$ cat config.mk
export PLATFORM = sky130hd
export DESIGN_NAME = spi_tx_buffer
export DESIGN_NICKNAME = d
export VERILOG_FILES = /design/src/rtl/spi_tx_buffer.sv
export SDC_FILE = /design/constraint.sdc
export NUM_CORES = 1
export LEC_CHECK = 0
export ABC_AREA = 1
export BUFFER_PORTS_ARGS = -buffer_cell sky130_fd_sc_hd__buf_4
export CORE_MARGIN = 5
export CORE_UTILIZATION = 47
export CTS_CLUSTER_SIZE = 14
export DETAILED_ROUTE_END_ITERATION = 8
export PLACE_DENSITY = 0.72
export RECOVER_POWER = 100
export SYNTH_ARGS = -nofsm -noshare
export SYNTH_HDL_FRONTEND = slang
export SYNTH_SLANG_ARGS = --single-unit
$ cat constraint.sdc
create_clock -name CLK -period 2.4 [get_ports CLK]
set_input_delay 0.24 -clock CLK [delete_from_list [all_inputs] [get_ports CLK]]
set_output_delay 0.24 -clock CLK [all_outputs]
set_load 0.05 [all_outputs]
$ cat src/rtl/spi_tx_buffer.sv
// SPI slave transmit buffer: one-byte holding register feeding an MSB-first
// shift register clocked by the SPI serial clock; shifts FILL when starved.
module spi_tx_buffer #(
    parameter logic [7:0] FILL = 8'hFF
) (
    input  logic       CLK,
    input  logic       reset,
    input  logic       CS,
    input  logic       IsInitialized,
    input  logic [7:0] TxData,
    input  logic       TxValid,
    output logic       TxReady,
    input  logic       ClearUnderflow,
    output logic       DO,
    output logic       Sent,
    output logic       Underflow
);

    localparam int unsigned DATA_W = 8;
    localparam int unsigned CNT_W  = 3;
    localparam logic [CNT_W-1:0] LAST_BIT = CNT_W'(DATA_W - 1);

    logic [DATA_W-1:0] hold;
    logic              hold_full;
    logic [DATA_W-1:0] shreg;
    logic              sh_valid;
    logic [CNT_W-1:0]  counter;
    logic              sent_q;
    logic              underflow_q;

    logic accept;
    logic byte_end;
    logic reload;
    logic underflow_set;

    assign TxReady   = ~hold_full;
    assign DO        = CS ? 1'b1 : shreg[DATA_W-1];
    assign Sent      = sent_q;
    assign Underflow = underflow_q;

    // Edge decisions, all from pre-edge state.
    always_comb begin
        accept        = TxValid & ~hold_full;
        byte_end      = ~CS & (counter == LAST_BIT);
        underflow_set = ~CS & (counter == '0) & ~sh_valid;
        reload        = 1'b0;
        if (CS) begin
            // A deselect mid-byte drops the partial byte; an idle FILL keeps polling the holding register.
            reload = (counter != '0) | ~sh_valid;
        end else begin
            reload = byte_end;
        end
    end

    always_ff @(posedge CLK or negedge reset) begin
        if (!reset) begin
            counter     <= '0;
            shreg       <= FILL;
            sh_valid    <= 1'b0;
            hold        <= '0;
            hold_full   <= 1'b0;
            sent_q      <= 1'b0;
            underflow_q <= 1'b0;
        end else if (!IsInitialized) begin
            counter     <= '0;
            shreg       <= FILL;
            sh_valid    <= 1'b0;
            hold_full   <= 1'b0;
            sent_q      <= 1'b0;
            underflow_q <= 1'b0;
        end else begin
            sent_q <= byte_end & sh_valid;

            if (CS || byte_end) begin
                counter <= '0;
            end else begin
                counter <= counter + CNT_W'(1);
                shreg   <= {shreg[DATA_W-2:0], 1'b1};
            end

            if (reload) begin
                if (hold_full) begin
                    shreg    <= hold;
                    sh_valid <= 1'b1;
                end else begin
                    shreg    <= FILL;
                    sh_valid <= 1'b0;
                end
            end

            // accept needs an empty holding register, so it never collides with a reload from it.
            if (accept) begin
                hold      <= TxData;
                hold_full <= 1'b1;
            end else if (reload) begin
                hold_full <= 1'b0;
            end

            if (underflow_set) begin
                underflow_q <= 1'b1;
            end else if (ClearUnderflow) begin
                underflow_q <= 1'b0;
            end
        end
    end

endmodule

==> results of run 1 <==
sequential cells by signal (all words and copies together) (netlist names):
name / flops
Sent: 1
Underflow: 1
counter: 3
hold: 8
hold_full: 1
sh_valid: 1
shreg: 8
power by group through the flow:
stage	clock network [µW]	registers, µW	logic (µW)
2_1_floorplan	0	455	96.1
3_3_place_gp	0	458	137
3_5_place_dp	0	459	141
4_1_cts	184	452	143
5_1_grt	199	455	149
6_report	177	451	130
worst min-delay path by stage:
stage	startpoint	to	slack, ps	cells past startpoint
floorplan	reset	Sent$_DFF_PN0_	-60	0
global placement	reset	hold[0]$_DFFE_PN0P_	140	1
detailed placement	reset	hold[7]$_DFFE_PN0P_	140	1
CTS	TxData[4]	hold[4]$_DFFE_PN0P_	140	2
global route	TxData[4]	hold[4]$_DFFE_PN0P_	130	2
finish	TxData[0]	hold[0]$_DFFE_PN0P_	140	2
worst max-delay path, cell delays in order, from the launching register on:
cell	delay, ps
dfrtp_1	420
ha_1	210
ha_1	210
nor2_1	130
inv_1	160
nand3_1	330
clkinv_4	140
nand2_2	70
nand3_1	70
through the flow:
stage | total power, µW | instance area (µm²)
2_1_floorplan | 551 | 1180
3_3_place_gp | 595 | 1320
3_5_place_dp | 600 | 1320
4_1_cts | 778 | 1360
5_1_grt | 803 | 1300
6_report | 757 | 1300
cell families (layout without fill, tap and decap cells):
| kind of cell | count (synthesis) | in the layout | share of synthesized area (%) |
|---|---|---|---|
| muxes | 2 | 2 | 1.90 |
| adders and majority gates | 3 | 3 | 3.17 |
| DFF | 23 | 23 | 49.4 |
| buffers and inverters | 23 | 42 | 9.08 |
| AOI/OAI and AO/OA | 11 | 11 | 4.86 |
| and+or+nand+nor | 75 | 75 | 31.6 |
layout make-up:
| class | count | area (µm²) |
|---|---|---|
| clock buffer | 3 | 22.5 |
| clock inverter | 1 | 5.00 |
| fill | 250 | 1150 |
| inverter | 20 | 80.1 |
| multi-input combinational | 91 | 454 |
| sequential | 23 | 586 |
| tap | 30 | 37.5 |
| timing repair buffer | 18 | 119 |
cell usage in the layout (no fill, tap or decap), drive strengths merged:
master and n:
a21oi 6, ha 3, nor3 2, buf 12, mux2 2, clkinv 3
nand3 17, dfstp 8, nand3b 1, clkbuf 8, dfrtp 15, dlygate4sd3 1
inv 18, nor2 12, o21ai 4, or2 1, a21boi 1, nand2 42
metal layers:
layer / routed length, µm / part of all wire [%]
met1: 985 / 48
met2: 932 / 45
met3: 114 / 5.5
met4: 39 / 1.9
met5: 0 / 0
timing repair:
item	4_1_cts	5_1_grt
hold endpoints to repair	15	0
gates resized for setup	0	0
setup buffers	0	0
hold buffers	1	0
==> results.toml, run 1 <==
[power_and_ir_drop]
clkPwrFrac_pct = 23.3
switchingPower_uw = 213
combinationalPowerShare_pct = 17.1
p_leak_uw = 0.000660
seqPwrFrac_pct = 59.5
peakVddDrop_mv = 0.411
swShare_pct = 28.1
power.density_nw_per_um2 = 581
power.internal_uw = 544

[route]
dr.pass1.iters = 4
viasPerCell = 4.81
drc = 0
wirelength_um = 2070
ant_nets = 0
drtIter0Drc = 11
vias = 894
wl_per_cell_um = 11.1

[timing]
final.setup_skew_ps = 1.29
slew_headroom_pct = 24.2
hold_viol_final = 0
rsz0062_at_grt = "no"
finalSetupViolCount = 0
tns_ps = 0
maxSlewViolCount = 0
fin_crit_sh_pct = 74.5
fin_hold_ws_ps = 136
fmax_mhz = 559
layout_min_cycle_time_ps = 1790
timing.final.ws_setup_ps = 612
worstMarginPinSlew_ps = 1140

[finish]
drive_gt1_share_pct = 21.8
nNetsFinal = 174
fin_util_pct = 53.1
stdcell_count = 186
antenna_cells = 0
syn_to_final_growth_pct = 10.0

[logic_synthesis]
yosysTopAreaCell = "dfrtp_1"
synth_fp_nets = 154
synthMostInstantiatedCell = "nand2_1"
synth-edff-count = 0
yosysWarnings = 0
avgSynthCellArea_um2 = 8.65
syn-cell-area_um2 = 1180
ys_ff_latch = 23
ys_top_cells_by_count = "nand2_1 (36), dfrtp_1 (15), nand3_1 (15)"
yosysUniqueCellTypes = 24
syn-instance-count = 137
ys_seq_area_share_pct = 49.4
async_reset_ff_share_pct = 100
synthTopCellsByArea = "dfrtp_1 (32%), dfstp_2 (18%), nand2_1 (11%), nand3_1 (6.3%), inv_1 (4.4%)"
synth_ff_type = "dfrtp_1"
yosysTopAreaCellShare_pct = 31.7

[placed_design]
dpl.hpwl_um = 1650
dp_slack_ps = 900
place_congestion = 0.838
portBuffers = 17
placed_cells = 181

[floorplan]
ioPinCount = 18
rows = 18
core_um2 = 2450
die_height_um = 60.2
dieArea_um2 = 3630
start_util_pct = 48.3
dieWidth_um = 60.2

[outcome]
status = "complete, no violations"

[worst_setup_path]
r2r-end = "shreg[4]$_DFFE_PN1P_"
critPathCapture = "shreg[4]$_DFFE_PN1P_"
startpoint = "counter[0]$_DFF_PN0_"
cp_max_fo = 9
path_class = "register to register"
reg2reg_from = "counter[0]$_DFF_PN0_"
worst_ep_required_time_ps = 2650
critPathArrivalTime_ps = 2040
worst-r2r-setup-slack_ps = 610
end_kind = "register"
r2r_cells = 8
crit_path_start_kind = "register"

[grt]
grt_max_degree = 24
grt.busiest_layer = "met2"
grt_pass1_wl_um = 3680
met1_usage_pct = 17.0
grt.overflow.total = 0
grtUsageTotal_pct = 13.7
grt_util_met2_pct = 22.5
antenna_found_initial = 0
use_met3_pct = 3.24
first_global_vias = 880

[cts]
clock_latency_ps = 310
cts_tree = "done"
clock-sinks = 23
clockBufferDepth = 2
cts_inserted_buffers = 3
htreeDepth = 1
clk_pin_slew_ps = 120
root_buffer = "clkbuf_4"

[min_path]
hp-class = "input pin to register"

[job]
cap_violations = 0
No activity file was read; power rests on OpenSTA's default activity.
==> inputs of run 2 (changes only) <==
Clock period 2.4 ns to 1.8 ns, I/O delays scaled along.
==> run 2 against run 1 <==
- routed wire length rose by 1.7%
- critical endpoint is now DO
- clock power rose by 31%
- power rose by 33%
- core utilization rose by 0.61 points
- combinational power rose by 35%
- first-iteration DRC count rose to 2.5 times the previous value
- die area did not move
==> results.toml, run 2 (same netlist as run 1, synthesis figures left out) <==
[timing]
worstMarginPinSlew_ps = 1170
slew_headroom_pct = 21.8
tns_ps = 0
fin_crit_sh_pct = 88.5
final.setup_skew_ps = 7.81
rsz0062_at_grt = "no"
maxSlewViolCount = 0
hold_viol_final = 0
fmax_mhz = 628
layout_min_cycle_time_ps = 1590
finalSetupViolCount = 0
timing.final.ws_setup_ps = 207

[finish]
antenna_cells = 0
nNetsFinal = 174
drive_gt1_share_pct = 23.7
n_fill_cell = 243
final_common_cell = "nand2_1"
multi_input_area_um2 = 469
seq_area_um2 = 586
reg_top3 = "hold x8, shreg x8, counter x3"
syn_to_final_growth_pct = 11.3
stdcell_count = 186
final_cell_mix = "nand2_1 (37), nand3_1 (16), dfrtp_1 (15), inv_1 (15), buf_4 (12)"
final_area_um2 = 1320

[route]
vias = 903
viasPerCell = 4.85
ant_nets = 0
drtIter0Drc = 28
dr.pass1.iters = 4
wl_per_cell_um = 11.3
drc = 0
wirelength_um = 2110

[placed_design]
dpl.hpwl_um = 1690
place_congestion = 0.838
dp_slack_ps = 312
portBuffers = 17
placed_cells = 181
placed_area_um2 = 1320

[floorplan]
dieArea_um2 = 3630
rows = 18
ioPinCount = 18
die_height_um = 60.2
core_um2 = 2450
start_util_pct = 48.3
dieWidth_um = 60.2

[cts]
clockBufferDepth = 2
cts.repair.resized = 0
root_buffer = "clkbuf_4"
htreeDepth = 1
cts_inserted_buffers = 3
clock_latency_ps = 310
clock-sinks = 23
cts_tree = "done"
clk_pin_slew_ps = 120

[power_and_ir_drop]
power.internal_uw = 726
combinationalPowerShare_pct = 17.5
power.density_nw_per_um2 = 764
clkPwrFrac_pct = 22.9
seqPwrFrac_pct = 59.6
switchingPower_uw = 282
swShare_pct = 28.0
p_leak_uw = 0.000660
peakVddDrop_mv = 0.551

[outcome]
status = "complete, no violations"

[grt]
met1_usage_pct = 15.7
grt_pass1_wl_um = 3660
antenna_found_initial = 0
grtUsageTotal_pct = 13.4
grt.overflow.total = 0
grt.busiest_layer = "met2"
grt_util_met2_pct = 24.2
use_met3_pct = 1.94
first_global_vias = 884
grt_max_degree = 24

[worst_setup_path]
path_buf_inv = 1
end_kind = "primary output"
worstPathCellList = "or2_2 > clkbuf_1"
cp_max_fo = 2
slowest_stage = "dfstp_2"
critPathArrivalTime_ps = 1410
crit_path_start_kind = "register"
path_class = "register to primary output"
cp_top_family = "flip-flops"
worst_ep_required_time_ps = 1620
slowest_delay_ps = 560

[min_path]
hp-class = "input pin to register"

[job]
cap_violations = 0
-- run 2: cell types whose count changed in the layout (fill, tap and decap cells not counted) --
cell	previous run	this run
nor2_1	11	10
inv_2	2	3
o21ai_0	1	2
inv_1	16	15
nor2_2	0	1
nand3_1	17	16
o21ai_1	3	2
nand3_4	0	1
-- run 2: final timing paths --
kind | from | endpoint | slack (ps) | cells past startpoint
worst max-delay path | shreg[7]$_DFFE_PN1P_ | DO | 210 | 2
worst min-delay path | TxData[0] | hold[0]$_DFFE_PN0P_ | 80 | 2
worst max register to register | hold_full$_DFFE_PN0P_ | hold[4]$_DFFE_PN0P_ | 270 | 3
worst min register to register | shreg[1]$_DFFE_PN1P_ | shreg[1]$_DFFE_PN1P_ | 480 | 2
max in group asynchronous | reset | sh_valid$_DFFE_PN0P_ | 490 | 2
min in group asynchronous | reset | hold_full$_DFFE_PN0P_ | 610 | 2
-- run 2: layout make-up --
class | instances | share of cell area, %
Multi-Input combinational cell | 91 | 35.6
Tap cell | 30 | 2.85
Sequential cell | 23 | 44.4
Timing Repair Buffer | 18 | 9.01
Inverter | 20 | 6.07
Clock buffer | 3 | 1.71
Clock inverter | 1 | 0.380
-- run 2: metal layers --
metal | vias up | wire (µm)
met2 | 23 | 998
li1 | 464 | -
met1 | 411 | 951
met5 | - | 0
met4 | 0 | 39
met3 | 5 | 119
-- run 2: worst register-to-register path, delay by kind of cell, from the launching register on --
family                 cells  cell delay, ps
and+or+nand+nor            1             370
buffers and inverters      1             110
DFF                        1             480
muxes                      1             460
-- run 2: stage by stage --
step / hold WS (ps) / total power, µW / utilization (%)
floorplan: -116 / 734 / -
global placement: 81.6 / 793 / 53.9
detailed placement: 83.4 / 800 / 53.9
CTS: 73.9 / 1040 / 55.4
global route: 84.1 / 1070 / 53.7
finish: 82.8 / 1010 / 53.7
-- run 2: power groups by stage --
stage	clock network, µW	registers, µW	logic [µW]
after floorplan	0	606	128
after global placement	0	611	182
after detailed placement	0	612	189
after CTS	248	602	191
after global routing	261	607	202
final	231	601	176
-- run 2: repair_timing --
action / CTS / global route
buffers inserted: 0 / 0
hold buffers: 1 / 0
endpoints found under the setup margin: 0 / 0
endpoints found under the hold margin: 23 / 0
==> inputs of run 3 (changes only) <==
Settings changed: CORE_MARGIN 5 to not set.
==> run 3 against run 2 <==
- worst hold slack lost 8.9 ps
- register-to-register slack got worse by 80 ps
- core utilization up 3.7 points
- non-clock buffer count is the same
- flip-flop and latch count is the same
- via count increased by 2.7%
- largest cell class unchanged
==> results.toml, run 3 (same netlist as run 1, synthesis figures left out) <==
[finish]
n_fill_cell = 216
antenna_cells = 0
drive_gt1_share_pct = 22.4
final_common_cell = "nand2_1"
reg_top3 = "hold x8, shreg x8, counter x3"
nNetsFinal = 174
syn_to_final_growth_pct = 11.4
final_cell_mix = "nand2_1 (37), inv_1 (16), nand3_1 (16), dfrtp_1 (15), buf_4 (12)"
fin_util_pct = 57.5

[cts]
root_buffer = "clkbuf_4"
clock_latency_ps = 310
clockBufferDepth = 2
clk_pin_slew_ps = 120
htreeDepth = 1
cts_tree = "done"
clock-sinks = 23
cts_inserted_buffers = 3

[worst_setup_path]
path_class = "register to register"
critPathArrivalTime_ps = 1860
crit_path_start_kind = "register"
worst_ep_required_time_ps = 2050
cp_max_fo = 9
end_kind = "register"
r2r_cells = 8
reg2reg_from = "counter[0]$_DFF_PN0_"
r2r-end = "shreg[4]$_DFFE_PN1P_"
worst-r2r-setup-slack_ps = 190

[timing]
tns_ps = 0
fin_crit_sh_pct = 89.4
maxSlewViolCount = 0
hold_viol_final = 0
finalSetupViolCount = 0
slew_headroom_pct = 19.1
rsz0062_at_grt = "no"
final.setup_skew_ps = 3.13
worstMarginPinSlew_ps = 1210
layout_min_cycle_time_ps = 1610
fmax_mhz = 621

[route]
dr.pass1.iters = 4
vias = 927
wl_per_cell_um = 11.7
drtIter0Drc = 16
ant_nets = 0
viasPerCell = 5.04
drc = 0
wirelength_um = 2140

[min_path]
hp-start = "TxData[4]"
min_path_cells = 2
hp-class = "input pin to register"
hold_end = "hold[4]$_DFFE_PN0P_"

[grt]
grtUsageTotal_pct = 18.4
grt_pass1_wl_um = 3640
grt.overflow.total = 0
first_global_vias = 889
antenna_found_initial = 0
grt_max_degree = 24

[power_and_ir_drop]
power.density_nw_per_um2 = 771
peakVddDrop_mv = 0.506
p_leak_uw = 0.000663

[job]
cap_violations = 0

[placed_design]
dpl.hpwl_um = 1630
place_congestion = 0.843
portBuffers = 17

[floorplan]
rows = 17
core_um2 = 2300
dieArea_um2 = 2730
dieWidth_um = 52.2
ioPinCount = 18
start_util_pct = 51.6
die_height_um = 52.2

[outcome]
status = "complete, no violations"
-- run 3: report_power, final --
| group | switching [µW] | internal (µW) |
|---|---|---|
| clock | 153 | 86.6 |
| combinational | 110 | 67.4 |
| sequential | 25.2 | 576 |
| total | 288 | 730 |
-- run 3: worst max path at each step --
stage | cells after the start | startpoint | to | slack (ps)
floorplan | 8 | counter[0]$_DFF_PN0_ | shreg[4]$_DFFE_PN1P_ | 410
global placement | 8 | counter[0]$_DFF_PN0_ | shreg[4]$_DFFE_PN1P_ | 340
detailed placement | 8 | counter[0]$_DFF_PN0_ | shreg[4]$_DFFE_PN1P_ | 290
CTS | 8 | counter[0]$_DFF_PN0_ | shreg[4]$_DFFE_PN1P_ | 270
global route | 8 | counter[0]$_DFF_PN0_ | shreg[4]$_DFFE_PN1P_ | 100
finish | 8 | counter[0]$_DFF_PN0_ | shreg[4]$_DFFE_PN1P_ | 190
-- run 3: cell type report --
class | count | area [µm²] | area share, %
Sequential cell | 23 | 586 | 44.4
Multi-Input combinational cell | 91 | 474 | 35.9
Inverter | 20 | 80.1 | 6.07
Clock buffer | 4 | 26.3 | 1.99
Tap cell | 28 | 35.0 | 2.65
Timing Repair Buffer | 18 | 119 | 9.00
-- run 3: per-layer routing --
metal	global-route usage (%)	part of all wire (%)	vias to the layer above
met5	0	0	-
met4	9.21	2.1	0
met3	4.06	3.8	7
met2	31.2	47	24
met1	21.8	47	431
li1	-	-	465
-- run 3: per-stage QoR --
| step | power (µW) | area (µm²) | setup WS, ps | hold WS [ps] | std cells |
|---|---|---|---|---|---|
| finish | 1020 | 1320 | 191 | 73.9 | 184 |
| global route | 1080 | 1320 | 97.1 | 61.9 | 184 |
| CTS | 1040 | 1360 | 268 | 70.5 | 184 |
| detailed placement | 800 | 1320 | 286 | 91.3 | 179 |
| global placement | 792 | 1320 | 337 | 86.0 | 179 |
| floorplan | 734 | 1180 | 409 | -116 | 137 |
-- run 3: worst max-delay path, cell delays in order, from the launching register on --
cell      delay (ps)
dfrtp_1          420
ha_1             210
ha_1             220
nor2_2           100
inv_1            160
nand3_4          200
clkinv_4         100
nand2_1           60
nand3_1           70
-- run 3: what timing repair did --
action,in CTS,in global routing
hold buffers,1,0
endpoints found under the hold margin,15,0
buffers inserted,0,0
gates resized for setup,0,0
